## src/rtl/pipe_stage_reg.sv

```systemverilog
// Inter-stage pipeline register with stall/flush control and saturating
// performance counters for stalls, bubbles and valid instructions.
module pipe_stage_reg #(
    parameter int                CTRL_W      = 11,
    parameter int                DATA_W      = 154,
    parameter logic [CTRL_W-1:0] CTRL_BUBBLE = '0,
    parameter int                CNT_W       = 16
) (
    input  logic              CLK,
    input  logic              RST,
    input  logic              Stall,
    input  logic              Flush,
    input  logic              CntClr,
    input  logic              ValidIn,
    input  logic [CTRL_W-1:0] CtrlIn,
    input  logic [DATA_W-1:0] DataIn,
    output logic              ValidOut,
    output logic [CTRL_W-1:0] CtrlOut,
    output logic [DATA_W-1:0] DataOut,
    output logic [CNT_W-1:0]  StallCnt,
    output logic [CNT_W-1:0]  BubbleCnt,
    output logic [CNT_W-1:0]  InstrCnt
);

    logic              vld_p1;
    logic [CTRL_W-1:0] ctrl_p1;
    logic [DATA_W-1:0] data_p1;
    logic [CNT_W-1:0]  stallCnt_p1;
    logic [CNT_W-1:0]  bubbleCnt_p1;
    logic [CNT_W-1:0]  instrCnt_p1;

    logic doLoad;
    logic loadBubble;

    function automatic logic [CNT_W-1:0] satInc(input logic [CNT_W-1:0] v);
        return (&v) ? v : v + CNT_W'(1);
    endfunction

    assign doLoad     = !Flush && !Stall;
    assign loadBubble = Flush || (doLoad && !ValidIn);

    // Stage boundary: upstream bundle -> registered bundle
    always_ff @(posedge CLK or posedge RST) begin
        if (RST) begin
            vld_p1  <= 1'b0;
            ctrl_p1 <= CTRL_BUBBLE;
            data_p1 <= '0;
        end else if (Flush) begin
            vld_p1  <= 1'b0;
            ctrl_p1 <= CTRL_BUBBLE;
            data_p1 <= '0;
        end else if (!Stall) begin
            vld_p1  <= ValidIn;
            // an invalid slot must never carry live write/branch enables
            ctrl_p1 <= ValidIn ? CtrlIn : CTRL_BUBBLE;
            data_p1 <= DataIn;
        end
    end

    always_ff @(posedge CLK or posedge RST) begin
        if (RST) begin
            stallCnt_p1  <= '0;
            bubbleCnt_p1 <= '0;
            instrCnt_p1  <= '0;
        end else if (CntClr) begin
            stallCnt_p1  <= '0;
            bubbleCnt_p1 <= '0;
            instrCnt_p1  <= '0;
        end else begin
            if (Stall && !Flush)
                stallCnt_p1 <= satInc(stallCnt_p1);
            if (loadBubble)
                bubbleCnt_p1 <= satInc(bubbleCnt_p1);
            if (doLoad && ValidIn)
                instrCnt_p1 <= satInc(instrCnt_p1);
        end
    end

    assign ValidOut  = vld_p1;
    assign CtrlOut   = ctrl_p1;
    assign DataOut   = data_p1;
    assign StallCnt  = stallCnt_p1;
    assign BubbleCnt = bubbleCnt_p1;
    assign InstrCnt  = instrCnt_p1;

endmodule
```

## config.mk

```make
export PLATFORM = sky130hd
export DESIGN_NAME = pipe_stage_reg
export DESIGN_NICKNAME = d
export VERILOG_FILES = /design/src/rtl/pipe_stage_reg.sv
export SDC_FILE = /design/constraint.sdc
export NUM_CORES = 1
export LEC_CHECK = 0
export ABC_AREA = 1
export CORE_ASPECT_RATIO = 0.75
export CORE_MARGIN = 2
export CORE_UTILIZATION = 47
export DETAILED_ROUTE_END_ITERATION = 8
export GPL_TIMING_DRIVEN = 0
export PLACE_DENSITY = 0.86
export SYNTH_ARGS = -nofsm -noshare
export SYNTH_HDL_FRONTEND = slang
export SYNTH_SLANG_ARGS = --single-unit
```

## constraint.sdc

```tcl
create_clock -name CLK -period 15.5 [get_ports CLK]
set_input_delay 3.875 -clock CLK [delete_from_list [all_inputs] [get_ports CLK]]
set_output_delay 3.875 -clock CLK [all_outputs]
set_load 0.005 [all_outputs]
```

# ---- Yosys cells after proc, flatten, opt, wreduce, memory -nomap -nowiden
# Index checks and enable logic that the tools add are counted.
# W data, S select, Z words.
dict set report word_totals {
  rom_bits 0
  input_bits 171
  word_cells 46
  latch_bits 0
  mem_bits_rw 0
  memories 0
  register_bits 214
}
dict set report classes {
  div 0
  n_reduce_logical 17
  n_eq_ne 4
  add_sub_neg 3
  mux 16
  n_lt_le_gt_ge 0
  shifts 0
  bitwise 0
  mul 0
}
# cell n
set ops {}
lappend ops {{$mux W154} 2}
lappend ops {{$mux W16} 9}
lappend ops {{$add A16 B1 Y16 const B} 3}
lappend ops {{$reduce_and A16 Y1} 3}
lappend ops {{$mux W11} 3}
lappend ops {{$ne A2 B2 Y1 const B} 3}
lappend ops {{$reduce_and A2 Y1} 3}
lappend ops {{$reduce_bool A2 Y1} 3}
lappend ops {{$logic_and A1 B1 Y1} 4}
lappend ops {{$logic_not A1 Y1} 3}
lappend ops {{$mux W1} 2}
lappend ops {{$ne A2 B1 Y1 const B} 1}
lappend ops {{$logic_or A1 B1 Y1} 1}

# ---- Depth between registers and ports, before layout
dict set report logic_depth {
  depth_word 6
  mapped_depth 10
}

# ---- Worst setup path after synthesis
# OpenSTA, ideal clock, no wires.
dict set report synth_timing {
  path_kind {input port to flip-flop}
  from {in CntClr}
  to {reg stallCnt_p1[2], in the netlist StallCnt[2]}
  path_stages 8
  path_buffers 3
  setup_slack_ns 10.695
  arrival_ns 4.681
  required_ns 15.377
  path_cell_list {buf_2 -> inv_1 -> buf_6 -> nand2_2 -> nand2_4 -> buf_12 -> nand2_1 -> o21ai_2}
}
dict set report synth_between {
  elab_chain_cells 2
  word_cells_on_any_way 4
}
# element line_no
set synth_rtl {}
lappend synth_rtl {{from (decl)} 13} ;# input logic CntClr,
lappend synth_rtl {{$ne A2 B2 Y1 (no line) or $reduce_bool A2 Y1 (tied branches)} -}
lappend synth_rtl {{$reduce_and A2 Y1 (no line)} -}
lappend synth_rtl {{to (signal assigned)} 71} ;# stallCnt_p1 <= satInc(stallCnt_p1);
lappend synth_rtl {{to (decl)} 28} ;# logic [CNT_W-1:0] stallCnt_p1;
# Parallel ways exist; a longest one is shown, timed or not.
# A chain may end at the register's enable or synchronous reset.

# ---- Worst setup path after layout
dict set report layout_timing {
  from {reg instrCnt_p1[7], in the netlist InstrCnt[7]}
  to {out InstrCnt[7]}
}
# element line_no
set layout_lines {}
lappend layout_lines {{from (decl)} 30} ;# logic [CNT_W-1:0] instrCnt_p1;
lappend layout_lines {{from (signal assigned)} 75} ;# instrCnt_p1 <= satInc(instrCnt_p1);
lappend layout_lines {{to (decl)} 22} ;# output logic [CNT_W-1:0] InstrCnt
# No word-level cell between the ends.

==> out/qor.txt <==
drt initial violations: 786
setup_tns: 0 ns
Worst setup EP type: output port
Final period util: 34.9%
drt drc: 0
crit path buf inv count: 1
first-pass GRT wire length: 48100 um
final setup fails: 0
mean area per synthesized cell: 8.38 um2
Die W: 168 um
min Tclk post-route: 5.41 ns
Synth warnings: 0
maxcap violations: 0
Core ar.: 20000 um2
clk_lat worst skew: 0.50 ns
PostCTS Resize Cnt: 0
die area: 21400 um2
CP delay by family, top: buffers and inverters
# H-tree levels: 1
Top FF cell, synth: dfrtp_1
# hold bufs at CTS: 0
vias per inst: 5.23
Final GP Congestion: 0.901
Ports: 385
Synth Area in Simple Gates: 33.2%
XOR/XNOR share of the synthesized area: 1.29%
post-synthesis mux area share: 0%
commonest non-fill, non-tap cells in the layout: nand2_1 (467), clkdlybuf4s50_1 (383), dfrtp_1 (214)
Post-Place Cells: 1780
post-layout instance area: 14500 um2
Post-Syn Area: 9520 um2
RSZ-0062 raised after global routing: no
Synth Area in Adders: 0.394%
area added between synthesis and finish: 52.0%
row cnt: 45
Final Max Slew Viols: 0
Post-synth EDFFs: 0
critical path class: flop to output port
flop and latch count out of synthesis: 214
Pleak: 6.81 nW
Ant. Diodes: 0
Largest stage delay, worst path: 0.57 ns
slowest stage cell, crit path: clkdlybuf4s50_1
crit path max fanout: 7
drt pass-1 iters: 5
total congestion overflow: 0
final wirelength: 31100 um
number of global-route vias before repair: 9123
Max Clock Skew: 0.0136 ns
worst-path cell chain: clkdlybuf4s50_1
main combinational cell family by area after synthesis: simple AND/OR/NAND/NOR gates
CTS tree: yes
nets: 1721
GRT Total Usage: 28.2%
PortBufs: 383
VDD IR max: 64.7 uV
WP data required: 11.62 ns
CP startpoint: InstrCnt[7]
Num Clock Sinks: 214
core occupancy in the finished layout: 72.2%
Non-Filler Instances: 1820
Vias: 9516
Worst-Margin Slew: 0.598 ns
CTS Buf Count: 23
clock buffer depth: 3
DP Worst Slack: 9.70 ns
pin count of the biggest net entering global routing: 85
reg-to-reg startpoint: InstrCnt[1]
Initial Utilization: 47.5%
final hold vios: 0
CP Data Arrival Time: 1.54 ns
sequential area share after synthesis: 56.2%
syn nets: 1311
final worst slack: 10.09 ns
achievable frequency: 0.185 GHz
flop2flop setup slack: 13.78 ns
remaining antenna violation count: 0
Worst-path clk slew: 0.06 ns
die height: 127 um
Slew HR: 60.1%
most common cell after layout, fill and taps aside: nand2_1
DP HPWL: 23400 um
filler instances: 1468
top cell type's share of synthesized area: 56.2%
share of layout cells above drive strength 1: 6.91%
initial antenna violation count: 0
root buf cell: clkbuf_16
Compound-Gate Fraction of Synth Area: 4.10%
type of element launching the critical path: flop
pwr dens: 91.2 nW/um2
main area contributors after synthesis: dfrtp_1 (56%), nand2_1 (18%), nand3_1 (9.8%)
Post-Synthesis Cells: 1137
status: completed
Cell Area, Placed: 13700 um2
mean routed wirelength per cell: 17.1 um
cell taking the most area after synthesis: dfrtp_1
synth unique cells: 31
Tightest Hold Check Type: flop to flop
Async SR Flop Fraction: 100%
hold_sp: DataOut[54]
postcts setup bufs: 0
==> area by class of cell <==
| cell class | instances | area, um2 | share of cell area [%] |
|---|---|---|---|
| Buffer | 60 | 314 | 2.17 |
| Clock buffer | 34 | 667 | 4.61 |
| Clock inverter | 6 | 62.6 | 0.432 |
| Inverter | 37 | 148 | 1.02 |
| Multi-Input combinational cell | 826 | 3710 | 25.7 |
| Sequential cell | 214 | 5360 | 37.0 |
| Tap cell | 258 | 323 | 2.23 |
| Timing Repair Buffer | 385 | 3890 | 26.9 |
==> through the flow <==
stage	power (mW)	hold WS, ns
final	1.32	0.469
after global routing	1.37	0.487
after CTS	1.33	0.472
after detailed placement	0.795	0.458
after global placement	0.789	0.452
after floorplan	0.670	0.465
==> cell usage after synthesis (all sizes together) (3+ instances only) <==
cell type  count
nand2        481
dfrtp        214
nand3        188
nor2          63
buf           47
o21ai         40
inv           36
clkbuf        13
a22o          11
nand4         11
o21bai         8
xor2           8
xnor2          6
ha             3
nor3           3
==> path summary, 6_finish.rpt <==
kind,end,cells after the start
max,InstrCnt[7],1
min,DataOut[54],2
max reg2reg,InstrCnt[4],8
min reg2reg,DataOut[54],2
max in group asynchronous,DataOut[113],4
min in group asynchronous,DataOut[141],2
==> sequential cells by signal (all words and copies together) (netlist names) <==
signal,flops
BubbleCnt,16
StallCnt,16
ValidOut,1
CtrlOut,11
InstrCnt,16
DataOut,154
==> report_power, final <==
group | internal [mW] | switching (mW)
combinational | 0.102 | 0.0809
clock | 0.314 | 0.220
sequential | 0.585 | 0.0177
==> layer usage <==
metal | GRT usage (%) | wire length, um | part of all wire (%)
met1 | 36.5 | 12400 | 40
met2 | 47.8 | 15100 | 49
met3 | 4.89 | 2200 | 7.1
met4 | 11.2 | 1460 | 4.7
met5 | 0 | 0 | 0
==> cells by family (layout without fill, tap and decap cells) <==
| group | Yosys count | count (layout) |
|---|---|---|
| AND/OR/NAND/NOR | 747 | 747 |
| buffers and inverters | 97 | 522 |
| flip-flops | 214 | 214 |
| XOR/XNOR | 14 | 14 |
| AO/OA/AOI/OAI | 62 | 62 |
| adder cells (fa/ha/maj) | 3 | 3 |
(Power assumes the default switching activity.)
==> edit 1, RTL diff (same flow settings) <==
The parameter `CNT_W` goes from 16 to 32.
--- a/src/rtl/pipe_stage_reg.sv
+++ b/src/rtl/pipe_stage_reg.sv
@@ -6,3 +6,3 @@
     parameter logic [CTRL_W-1:0] CTRL_BUBBLE = '0,
-    parameter int                CNT_W       = 16
+    parameter int                CNT_W       = 32
 ) (
Ports: changed (resized BubbleCnt, InstrCnt and StallCnt); port bits go from 385 to 433. No check against the original RTL was run, so the function may have changed too.
==> edit 1 against the unedited design <==
- setup slack got worse by 0.23 ns
- non-clock buffer count increased by 44
- clock power increased by 23%
- sequential share of layout area decreased by 0.15 points
- design area increased by 23%
- total power increased by 19%
- first-iteration DRC count increased by 27%
- routed wire length increased by 38%
- global-route usage increased by 2.5 points
- sequential cell count increased by 48
- via count increased by 23%
- area after synthesis increased by 27%
- hold slack improved by 0.031 ns
==> edit 1: results (changes against the unedited design) <==
outcome complete, no violations; # fillers 1884 (+28%); Area after DPL 16900 um2 (+23%); Slew headroom 46.9% (-13 points); syn nets 1515 (+16%); CP Launch Point Stall; setup slack, reg-to-reg 13.39 ns (-0.39 ns); Tmin final 5.64 ns (+0.230 ns); CTS buffer count 27 (+17%); met1 Use GR 41.4% (+4.8 points); dpl cells 2113 (+19%); DR iter-0 viols 995 (+27%); Hold WS 0.499 ns (+0.0305 ns); RR Endpoint StallCnt[22]; gpl congestion 0.959 (+6.4%); share of layout cells above drive strength 1 5.70% (-1.2 points); Hold Startpoint DataOut[130]; Routed WL 43.1 mm (+38%); Tot Pwr 1580 uW (+19%); Clock Latency Late Sink 0.53 ns (+0.03 ns); IO Port Bufs 432 (+13%); grt met2 use 49.4% (+1.7 points); crit path to DataOut[2]; gr usage total 30.7% (+2.5 points); Hold Path Cell Cnt 1 (-1); Setup Slack @ Placement 9.23 ns (-0.472 ns); HPWL after DPL 32.6 mm (+39%); syn avg cell area 9.02 um2 (+7.7%); Data arrival, critical path 6.10 ns (+4.56 ns); NumNets Final 1978 (+15%); synth cell count leaders nand2_1, dfrtp_1, a22o_1, nor2_1, inv_1; Reg power frac 46.3% (+0.7 points); switching share of power 23.8% (-0.32 points); critical path's largest stage delay 0.50 ns (-0.07 ns); vias in the first global route 11300 (+24%); maximum VDD drop 0.0931 mV (+44%)
-- edit 1: kinds of logic (layout without fill, tap and decap cells) --
kind of cell | after synthesis | count (layout) | synth area share [%]
buffers and inverters | 145 | 628 | 5.04
DFF | 262 | 262 | 54.2
and+or+nand+nor | 639 | 639 | 21.8
xor gates and xnor gates | 39 | 39 | 2.82
adders and majority gates | 3 | 3 | 0.310
AOI/OAI and AO/OA | 253 | 253 | 15.8
-- edit 1: layout make-up --
class                           count  area [um2]  area share [%]
Timing Repair Buffer              434        4380            24.6
Buffer                             55         272            1.53
Tap cell                          338         423            2.38
Clock buffer                       40         785            4.41
Inverter                           90         345            1.94
Sequential cell                   262        6560            36.9
Multi-Input combinational cell    934        4930            27.7
Clock inverter                      9        97.6           0.549
-- edit 1: routing by layer --
layer | share of wire (%) | up-vias
met2 | 47 | 563
li1 | - | 5394
met4 | 4.0 | 0
met3 | 8.4 | 104
met5 | 0 | -
met1 | 41 | 5608
==> edit 2, RTL diff (same settings) <==
Made on the original files. Register the output `InstrCnt` once more, cleared by the reset; this adds one clock of latency there. The other outputs are not delayed to match.
--- a/src/rtl/pipe_stage_reg.sv
+++ b/src/rtl/pipe_stage_reg.sv
@@ -83,3 +83,9 @@
     assign BubbleCnt = bubbleCnt_p1;
-    assign InstrCnt  = instrCnt_p1;
+    always_ff @(posedge CLK or posedge RST) begin
+        if (RST) begin
+            InstrCnt <= '0;
+        end else begin
+            InstrCnt <= instrCnt_p1;
+        end
+    end
 
Formal check against the unedited RTL: not equivalent (a bounded check fails within 4 cycles, from zero or initial values and one cycle with RST high).
==> edit 2 against the unedited design <==
- sequential share of layout area grew 3.6 points
- area after synthesis is 3.5% lower
- critical endpoint is now StallCnt[2]
- sequential cell count up 16
- total power is 5.7% higher
- routed wire length rose by 1.4%
- design area down 2.0%
- clock power is 8.4% higher
- setup slack worse by 0.021 ns
- clock skew is 0.0076 ns lower
==> edit 2: results (changes against the unedited design) <==
Hold WS 0.437 ns (-0.0316 ns); NumNets Final 1367 (-21%); DR iter-0 viols 639 (-19%); sum of routed wire segments on met1 12.4 mm (about the same); maximum VDD drop 0.0853 mV (+32%); Area after DPL 13400 um2 (-2.6%); # fillers 1265 (-14%); worst hold endpoint InstrCnt[1]; CP Launch Point StallCnt[2]; sequential fraction of the synthesis area 62.7% (+6.4 points); RR Endpoint BubbleCnt[7]; leakage power 0.00627 uW (-7.9%); syn avg cell area 11.7 um2 (+40%); outcome complete, no violations; reg-to-reg critical path startpoint BubbleCnt[0]; Slew headroom 46.5% (-14 points); met2 wire len 15.3 mm (+1.4%); Vias 8031 (-16%); gpl congestion 0.903 (+0.20%); vias in the first global route 8060 (-12%); IO Port Bufs 384 (+0.26%); metal3 WL 2.35 mm (+6.6%); Area contributors post-synth dfrtp_1, a22o_1, nand2_1, xor2_1, nor2_1; multiplexer share of the synthesized area 0.109% (+0.11 points); Hold Path Cell Cnt 0 (-2); Hold Startpoint instrCnt_p1[1]; CTS buffer count 24 (+4.3%); P_seq 643 uW (+6.8%); fraction of synthesized cell area in xor and xnor cells 2.96% (+1.7 points); Comb power 173 uW (-5%); largest net degree at the start of global routing 120 (+41%); synth cell count leaders dfrtp_1, a22o_1, nand2_1, nor2_1; Internal Power 1070 uW (+6.8%); Post-Synth Adder-Cell Area 0.409% (+0.014 points); first-pass GRT wire length 47.3 mm (-1.9%); syn nets 956 (-27%); skew final 0.00596 ns (-0.00761 ns); HPWL after DPL 22.7 mm (-3.1%); crit path to StallCnt[2]
[edit 2: cell count changes after synthesis, sizes merged, moves of 14 or more]
cell   before  now
nand2     481  148
nand3     188   26
a22o       11  165
buf        47   29
dfrtp     214  230
xor2        8   22
[edit 2: cell type report]
type	instances	area (um2)	share of cell area [%]
Sequential cell	230	5760	40.6
Timing Repair Buffer	385	3870	27.3
Multi-Input combinational cell	483	3110	21.9
Clock buffer	34	679	4.79
Tap cell	253	317	2.23
Buffer	42	219	1.54
Clock inverter	10	110	0.777
Inverter	27	109	0.768
Antenna cell	3	7.51	0.0530
[edit 2: layer usage]
metal | GRT usage, % | up-vias
li1 | - | 3592
met1 | 37.7 | 3995
met2 | 49.0 | 350
met3 | 6.40 | 94
met4 | 13.3 | 0
met5 | 0 | -
[edit 2: per-stage QoR]
step	setup slack [ns]	total power [uW]
final	10.07	1400
after global routing	10.0	1440
after CTS	10.05	1400
after detailed placement	9.72	825
after global placement	2.51	820
after floorplan	5.32	704
